===== config.mk =====
export PLATFORM = sky130hd
export DESIGN_NAME = shared_dff_register_arbiter
export DESIGN_NICKNAME = d
export VERILOG_FILES = /design/src/rtl/shared_dff_register_arbiter.sv
export SDC_FILE = /design/constraint.sdc
export NUM_CORES = 1
export LEC_CHECK = 0
export CAP_MARGIN = 10
export CORE_MARGIN = 2
export CORE_UTILIZATION = 25
export CTS_BUF_LIST = sky130_fd_sc_hd__clkbuf_4 sky130_fd_sc_hd__clkbuf_8
export DETAILED_ROUTE_END_ITERATION = 6
export PLACE_DENSITY = 0.59
export SLEW_MARGIN = 5
export SYNTH_ARGS = -nofsm -noshare
export SYNTH_HDL_FRONTEND = slang
export SYNTH_SLANG_ARGS = --single-unit

===== constraint.sdc =====
create_clock -name Clk_In -period 2.77 [get_ports Clk_In]
set_clock_uncertainty 0.2 [all_clocks]
set_input_delay 0.554 -clock Clk_In [delete_from_list [all_inputs] [get_ports Clk_In]]
set_output_delay 0.554 -clock Clk_In [all_outputs]
set_load 0.02 [all_outputs]

===== src/rtl/shared_dff_register_arbiter.sv =====
// One shared DATA_WIDTH register bank written by NUM_REQ requesters through a
// round-robin arbiter, with an optional lock that lets the winner hold the bank for bursts.
module shared_dff_register_arbiter #(
    parameter int NUM_REQ     = 4,
    parameter int DATA_WIDTH  = 8,
    parameter int COUNT_WIDTH = 8,
    localparam int IDX_W      = $clog2(NUM_REQ)
) (
    input  logic                          Clk_In,
    input  logic                          Reset_In,
    input  logic [NUM_REQ-1:0]            Req_In,
    input  logic [NUM_REQ-1:0]            Lock_In,
    input  logic [NUM_REQ*DATA_WIDTH-1:0] Data_In,
    output logic [NUM_REQ-1:0]            Grant_Out,
    output logic [IDX_W-1:0]              Owner_Out,
    output logic [DATA_WIDTH-1:0]         Q_Out,
    output logic [DATA_WIDTH-1:0]         Qb_Out,
    output logic                          Valid_Out,
    output logic [COUNT_WIDTH-1:0]        Write_Count_Out
);

    typedef enum logic {S_IDLE, S_LOCKED} state_t;

    state_t                   r_state, w_next_state;
    logic [IDX_W-1:0]         r_ptr, w_next_ptr;
    logic [IDX_W-1:0]         r_owner, w_next_owner;
    logic [NUM_REQ-1:0]       r_grant, w_next_grant;
    logic [DATA_WIDTH-1:0]    r_q, w_next_q;
    logic                     r_valid, w_next_valid;
    logic [COUNT_WIDTH-1:0]   r_count, w_next_count;

    logic                     w_found;
    logic [IDX_W-1:0]         w_win;
    logic [IDX_W-1:0]         w_ptr_after_win;
    logic [DATA_WIDTH-1:0]    w_win_data;
    logic [DATA_WIDTH-1:0]    w_own_data;

    // Scan offsets from highest to lowest so the request nearest to r_ptr wins.
    always_comb begin : arb_scan
        int               v_sum;
        logic [IDX_W-1:0] v_idx;
        w_found = 1'b0;
        w_win   = '0;
        for (int k = NUM_REQ - 1; k >= 0; k--) begin
            v_sum = int'(r_ptr) + k;
            if (v_sum >= NUM_REQ) begin
                v_sum = v_sum - NUM_REQ;
            end
            v_idx = IDX_W'(v_sum);
            if (Req_In[v_idx]) begin
                w_found = 1'b1;
                w_win   = v_idx;
            end
        end
    end

    always_comb begin : ptr_wrap
        int v_next;
        v_next = int'(w_win) + 1;
        if (v_next >= NUM_REQ) begin
            v_next = 0;
        end
        w_ptr_after_win = IDX_W'(v_next);
    end

    assign w_win_data = Data_In[int'(w_win)*DATA_WIDTH +: DATA_WIDTH];
    assign w_own_data = Data_In[int'(r_owner)*DATA_WIDTH +: DATA_WIDTH];

    always_comb begin : next_state_logic
        w_next_state = r_state;
        w_next_ptr   = r_ptr;
        w_next_owner = r_owner;
        w_next_grant = '0;
        w_next_q     = r_q;
        w_next_valid = 1'b0;
        w_next_count = r_count;
        case (r_state)
            S_IDLE: begin
                if (w_found) begin
                    w_next_grant = NUM_REQ'(1) << w_win;
                    w_next_owner = w_win;
                    w_next_q     = w_win_data;
                    w_next_valid = 1'b1;
                    w_next_count = r_count + COUNT_WIDTH'(1);
                    w_next_ptr   = w_ptr_after_win;
                    if (Lock_In[w_win]) begin
                        w_next_state = S_LOCKED;
                    end
                end
            end
            S_LOCKED: begin
                // Any drop of request or lock releases; the release edge itself grants nobody.
                if (Req_In[r_owner] && Lock_In[r_owner]) begin
                    w_next_grant = NUM_REQ'(1) << r_owner;
                    w_next_q     = w_own_data;
                    w_next_valid = 1'b1;
                    w_next_count = r_count + COUNT_WIDTH'(1);
                end else begin
                    w_next_state = S_IDLE;
                end
            end
            default: w_next_state = S_IDLE;
        endcase
    end

    always_ff @(posedge Clk_In or negedge Reset_In) begin
        if (!Reset_In) begin
            r_state <= S_IDLE;
            r_ptr   <= '0;
            r_owner <= '0;
            r_grant <= '0;
            r_q     <= '0;
            r_valid <= 1'b0;
            r_count <= '0;
        end else begin
            r_state <= w_next_state;
            r_ptr   <= w_next_ptr;
            r_owner <= w_next_owner;
            r_grant <= w_next_grant;
            r_q     <= w_next_q;
            r_valid <= w_next_valid;
            r_count <= w_next_count;
        end
    end

    assign Grant_Out       = r_grant;
    assign Owner_Out       = r_owner;
    assign Q_Out           = r_q;
    assign Qb_Out          = ~r_q;
    assign Valid_Out       = r_valid;
    assign Write_Count_Out = r_count;

endmodule

==> flow_metrics.tcl, run 1 <==
set metrics [dict create \
    leakage_nw 1.16 \
    htreeDepth 1 \
    io_buffers 72 \
    cp-start-kind "input pin" \
    netlist_instances 201 \
    drive_above_1_share_pct 13.1 \
    period_share_pct 92.9 \
    placed_area_sq_um 2740 \
    slew-limit-headroom_pct 62.2 \
    p_per_area_nw_per_um2 1160 \
    crit_type "input pin to flop" \
    end_kind "flop" \
    nFillCells 703 \
    cts_sinks 26 \
    ys_seq_elements 26 \
    vias 1920 \
    io_pins 73 \
    fp.dieH_microns 88.5 \
    fmax_mhz 389 \
    synth_edf_count 0 \
    yosys-top-cells-count "dfrtp_1, nand2_1, o21ai_0" \
    clkLatencyLatePin_ns 0.27 \
    synth_top_area_share_pct 36.5 \
    grt_max_degree 27 \
    antenna_found_initial 0 \
    global_route.usage.met1_pct 19.3 \
    die_w_microns 88.5 \
    timing.final.hold_violations 0 \
    dr.pass1.iters 4 \
    switching_power_mw 1.48 \
    pwr-share-comb_pct 66.4 \
    top_usage_layer "met2" \
    worst_pin_slew_ns 0.567 \
    swShare_pct 45.2 \
    synth_cell_types 43 \
    yosysWarnings 0 \
    rows 30 \
    synth.most_common_cell "dfrtp_1" \
    viasPerCell 4.97 \
    cp_cell_sequence "clkdlybuf4s50_1 > nand2_1 > o21ai_0 > o41ai_4 > buf_4 > a221oi_1 > a32oi_1 > o22ai_1" \
    final_cell_area_sq_um 2810 \
    hp-class "flop to flop" \
    p_seq_share_pct 23.9 \
    cts_tree "built" \
    setup_viol 0 \
    worst-endpoint-required_ns 2.77 \
    wire_per_inst_microns 14.6 \
    syn-num-nets 248 \
    finalMaxSlewViolations 0 \
    place.gp.congestion 0.810 \
    critPathMaxStageDelay_ns 0.58 \
    cts_hold_buf 0 \
    routed_wl_mm 5.62 \
    worstPathMaxFanout 9 \
    die_area_sq_um 7820 \
    numCtsBuffers 3 \
    async_flop_share_pct 100 \
    internal-power_mw 1.80 \
    ys.flop_type "dfrtp_1" \
    grt_usage_pct 14.2 \
    dpl.hpwl_mm 4.31 \
    drtIter0Drc 60 \
    clkPwrFrac_pct 9.7 \
    initial_core_util_pct 26.1 \
    finish.utilization_pct 41.2 \
    gr-total-overflow 0 \
    clk_pin_slew_ns 0.09 \
    maxCapViolCount 0 \
    ant_nets 0 \
    drc 0 \
    grt_pass1_wl_mm 8.71 \
    synth_area_leaders "dfrtp_1, o21ai_0, nand2_1, nor3_1, ha_1" \
    post_cts_buffers 0 \
    root_buffer "clkbuf_8" \
    use_met3_pct 3.26 \
    min_period_ns 2.57 \
    fp.coreArea_sq_um 6830 \
    status "complete, no violations" \
    synth.avg_cell_area_sq_um 8.87 \
    nNetsFinal 338 \
    crit_slowest_cell "clkdlybuf4s50_1" \
    rsz0062_at_grt "false" \
    yosys.area.top_type "dfrtp_1" \
    irDropWorstVdd_uv 535 \
    cts_buffer_depth 2 \
    grt_pass1_vias 1772 \
    crit_arrival_ns 2.57 \
    use_met2_pct 23.4 \
    diodes 0 \
    synth_seq_area_share_pct 36.5 \
    areaGrowthSynthToFinish_pct 57.8 \
    cts_resized 0 \
    syn-cell-area_sq_um 1780 \
]
## power by group through the flow
stage | registers [mW] | clock network (mW) | logic [mW]
floorplan | 0.906 | 0 | 1.13
CTS | 0.785 | 0.326 | 2.19
detailed placement | 0.790 | 0 | 2.18
finish | 0.784 | 0.317 | 2.18
global route | 0.820 | 0.344 | 2.36
global placement | 0.788 | 0 | 2.15
## per-layer routing
layer  vias to the layer above  part of all wire, %  wire length (microns)
met1                       898                   45                   2520
met3                        12                  6.1                    345
met2                        73                   47                   2670
li1                        937                    -                      -
met4                         0                  1.7                     94
met5                         -                    0                      0
## final timing paths
kind / slack [ns] / from / depth (start not counted) / endpoint
max: 0.20 / Req_In[1] / 8 / Q_Out[7]
min: 0.28 / Write_Count_Out[7] / 1 / Write_Count_Out[7]
max reg2reg: 0.45 / Owner_Out[1] / 7 / Q_Out[7]
min reg2reg: 0.28 / Write_Count_Out[7] / 1 / Write_Count_Out[7]
max in group asynchronous: 1.67 / Reset_In / 2 / Write_Count_Out[5]
min in group asynchronous: 0.45 / Reset_In / 2 / r_ptr[1]
## cells in the final DEF, fill, tap and decap left out, drive strengths merged, types with 2 or more instances in the layout
| cell | Yosys | routed |
|---|---|---|
| clkdlybuf4s50 | 0 | 72 |
| dfrtp | 26 | 26 |
| buf | 4 | 24 |
| nand2 | 23 | 23 |
| o21ai | 19 | 19 |
| inv | 16 | 16 |
| nor3 | 14 | 14 |
| o22ai | 8 | 8 |
| a221oi | 7 | 7 |
| nand2b | 7 | 7 |
| a32oi | 7 | 7 |
| xnor2 | 7 | 7 |
| or3 | 7 | 7 |
| ha | 5 | 5 |
| mux2i | 5 | 5 |
| o211ai | 4 | 4 |
| nand4 | 4 | 4 |
| a21oi | 4 | 4 |
| nand3 | 3 | 3 |
| clkbuf | 7 | 3 |
| o41ai | 3 | 3 |
| nor2 | 2 | 2 |
| nor4 | 2 | 2 |
| o31ai | 2 | 2 |
| o221ai | 2 | 2 |
| and3 | 2 | 2 |
| a21o | 2 | 2 |
## final cells by class
type	count	area, sq um	area share (%)
clock inverter	1	30.0	1.07
clock buffer	3	41.3	1.47
tap	96	120	4.27
inverter	16	60.1	2.13
sequential	26	651	23.1
multi-input combinational	148	1010	35.9
timing repair buffer	96	901	32.0
## state kept, by name, summed over array words and instances (netlist names)
register and flops:
r_state 1, r_ptr 2, Grant_Out 4, Write_Count_Out 8
Valid_Out 1, Owner_Out 2, Q_Out 8
## critical path, delay by kind of cell
kind                   cells  cell delay [ns]
buffers and inverters      2             0.76
and+or+nand+nor            1             0.07
AOI/OAI and AO/OA          5             1.17
## through the flow
step,TNS [ns],setup slack [ns],total power [mW],cells,hold slack [ns]
2_1_floorplan,0,0.642,2.03,201,0.0584
3_3_place_gp,-0.147,-0.0442,2.94,382,0.262
3_5_place_dp,-0.442,-0.0888,2.97,382,0.268
4_1_cts,0,0.203,3.30,386,0.281
5_1_grt,0,0.0105,3.53,386,0.291
6_report,0,0.198,3.28,386,0.281
## logic make-up after synthesis
family	share of synthesized area (%)
flops	36.5
xor+xnor	3.44
simple gates	20.1
fa+ha+maj	3.51
compound gates	25.3
buf+inv	6.81
mux	4.35
(Power assumes the default switching activity.)
==> run 2, diff against run 1 <==
CELL_PAD_IN_SITES_DETAIL_PLACEMENT = 2   (was not set)
CELL_PAD_IN_SITES_GLOBAL_PLACEMENT = 2   (was not set)
PLACE_DENSITY = 0.9   (was 0.59)
==> flow_metrics.tcl, run 2 (synthesis gave the netlist of run 1 again) <==
set metrics [dict create \
    io_pins 73 \
    layout_commonest_cell "clkdlybuf4s50_1" \
    hp-class "flop to flop" \
    critPathMaxStageDelay_ns 0.61 \
    grt_usage_pct 18.7 \
    cp_cell_sequence "clkdlybuf4s50_1 > nand2_1 > o211ai_1 > nand3_1 > buf_4 > a221oi_1 > a32oi_1 > o22ai_1" \
    cts_hold_buf 0 \
    antenna_found_initial 0 \
    multiInputGateArea_sq_um 1020 \
    status "complete, no violations" \
    worst_pin_slew_ns 0.540 \
    crit_slowest_cell "clkdlybuf4s50_1" \
    routed_wl_mm 7.02 \
    layout_common_cells "clkdlybuf4s50_1, dfrtp_1, nand2_1" \
    dr.pass1.iters 4 \
    final_cell_area_sq_um 2760 \
    viasPerCell 5.15 \
    nFillCells 774 \
    grt_pass1_wl_mm 11.3 \
    cp-startpoint "Req_In[1]" \
    wire_per_inst_microns 18.6 \
    rsz0062_at_grt "false" \
    htreeDepth 1 \
    period_share_pct 93.2 \
    io_buffers 72 \
    regArea_sq_um 651 \
    nNetsFinal 330 \
    rows 30 \
    power_mw 3.29 \
    slew-limit-headroom_pct 64.0 \
    min_period_ns 2.58 \
    placed_area_sq_um 2710 \
    clkLatencyLatePin_ns 0.28 \
    place.gp.congestion 0.819 \
    timing.final.ws_setup_ns 0.188 \
    p_per_area_nw_per_um2 1190 \
    pre_cts_ws_ns -0.126 \
    cp-start-kind "input pin" \
    hold_start "Write_Count_Out[7]" \
    worstPathMaxFanout 9 \
    crit_type "input pin to flop" \
    die_area_sq_um 7820 \
    finalMaxSlewViolations 0 \
    cts_buffer_depth 2 \
    clk_pin_slew_ns 0.10 \
    dpl.hpwl_mm 5.43 \
    timing.final.hold_violations 0 \
    maxCapViolCount 0 \
    fmax_mhz 387 \
    post-place-cells 374 \
    ant_nets 0 \
    drtIter0Drc 92 \
    die_w_microns 88.5 \
    drc 0 \
    areaGrowthSynthToFinish_pct 54.5 \
    diodes 0 \
    setup_viol 0 \
    cts_tree "built" \
    cts_sinks 26 \
    crit_arrival_ns 2.59 \
    fp.dieH_microns 88.5 \
    gr-total-overflow 0 \
    grt_max_degree 27 \
    numCtsBuffers 3 \
    drive_above_1_share_pct 10.7 \
    vias 1942 \
    irDropWorstVdd_uv 432 \
    root_buffer "clkbuf_8" \
    r2r_start "r_ptr[1]" \
    regToRegSetupSlack_ns 0.47 \
    leakage_nw 1.11 \
    whs_ns 0.289 \
    fp.coreArea_sq_um 6830 \
    finalNonFillerCells 377 \
    end_kind "flop" \
    initial_core_util_pct 26.1 \
    worst-endpoint-required_ns 2.78 \
    grt_pass1_vias 2150 \
]
## run 2: cell types whose count changed in the layout (fill, tap and decap cells not counted), sizes merged
cell | previous run | this run
bufinv | 1 | 0
buf | 24 | 16
## run 2: power breakdown
| part | internal, mW | total [mW] | switching [mW] |
|---|---|---|---|
| combinational | 1.04 | 2.29 | 1.25 |
| clock | 0.0979 | 0.230 | 0.132 |
| sequential | 0.568 | 0.770 | 0.202 |
## run 2: final timing paths
check                                      to  depth (start not counted)
hold / removal             Write_Count_Out[7]                          1
min in group asynchronous            Q_Out[6]                          2
setup / recovery                     Q_Out[6]                          8
hold reg to reg            Write_Count_Out[7]                          1
max in group asynchronous        Owner_Out[0]                          2
setup reg to reg                     Q_Out[6]                          7
## run 2: routing by layer
| metal | global-route usage, % | part of all wire [%] |
|---|---|---|
| met1 | 25.4 | 46 |
| met2 | 31.9 | 49 |
| met3 | 2.61 | 4.2 |
| met4 | 3.72 | 0.48 |
| met5 | 0 | 0 |
## run 2: worst max-delay path: cells and delay by family
kind	cells	cell delay, ns
buf+inv	2	0.86
simple gates	2	0.30
compound gates	4	0.86
## run 2: final cells by class
| class | instances | share of cell area [%] |
|---|---|---|
| clock buffer | 3 | 1.50 |
| tap | 96 | 4.36 |
| sequential | 26 | 23.6 |
| multi-input combinational | 148 | 36.9 |
| timing repair buffer | 88 | 31.4 |
| inverter | 16 | 2.18 |
## run 2: repair_timing
item	CTS	global route
setup endpoints to repair	0	1
setup buffers	0	0
gates resized for setup	0	1
## run 2: per-stage QoR
| stage | setup TNS (ns) | util (%) |
|---|---|---|
| after global routing | 0 | 40.3 |
| after CTS | 0 | 40.2 |
| after global placement | -0.0584 | 39.6 |
| after floorplan | 0 | - |
| final | 0 | 40.3 |
| after detailed placement | -0.538 | 39.6 |
==> run 3, diff against run 2 <==
SLEW_MARGIN = 10   (was 5)
==> results of run 3 <==
The final DEF is identical to that of run 2; final timing and power are the same.
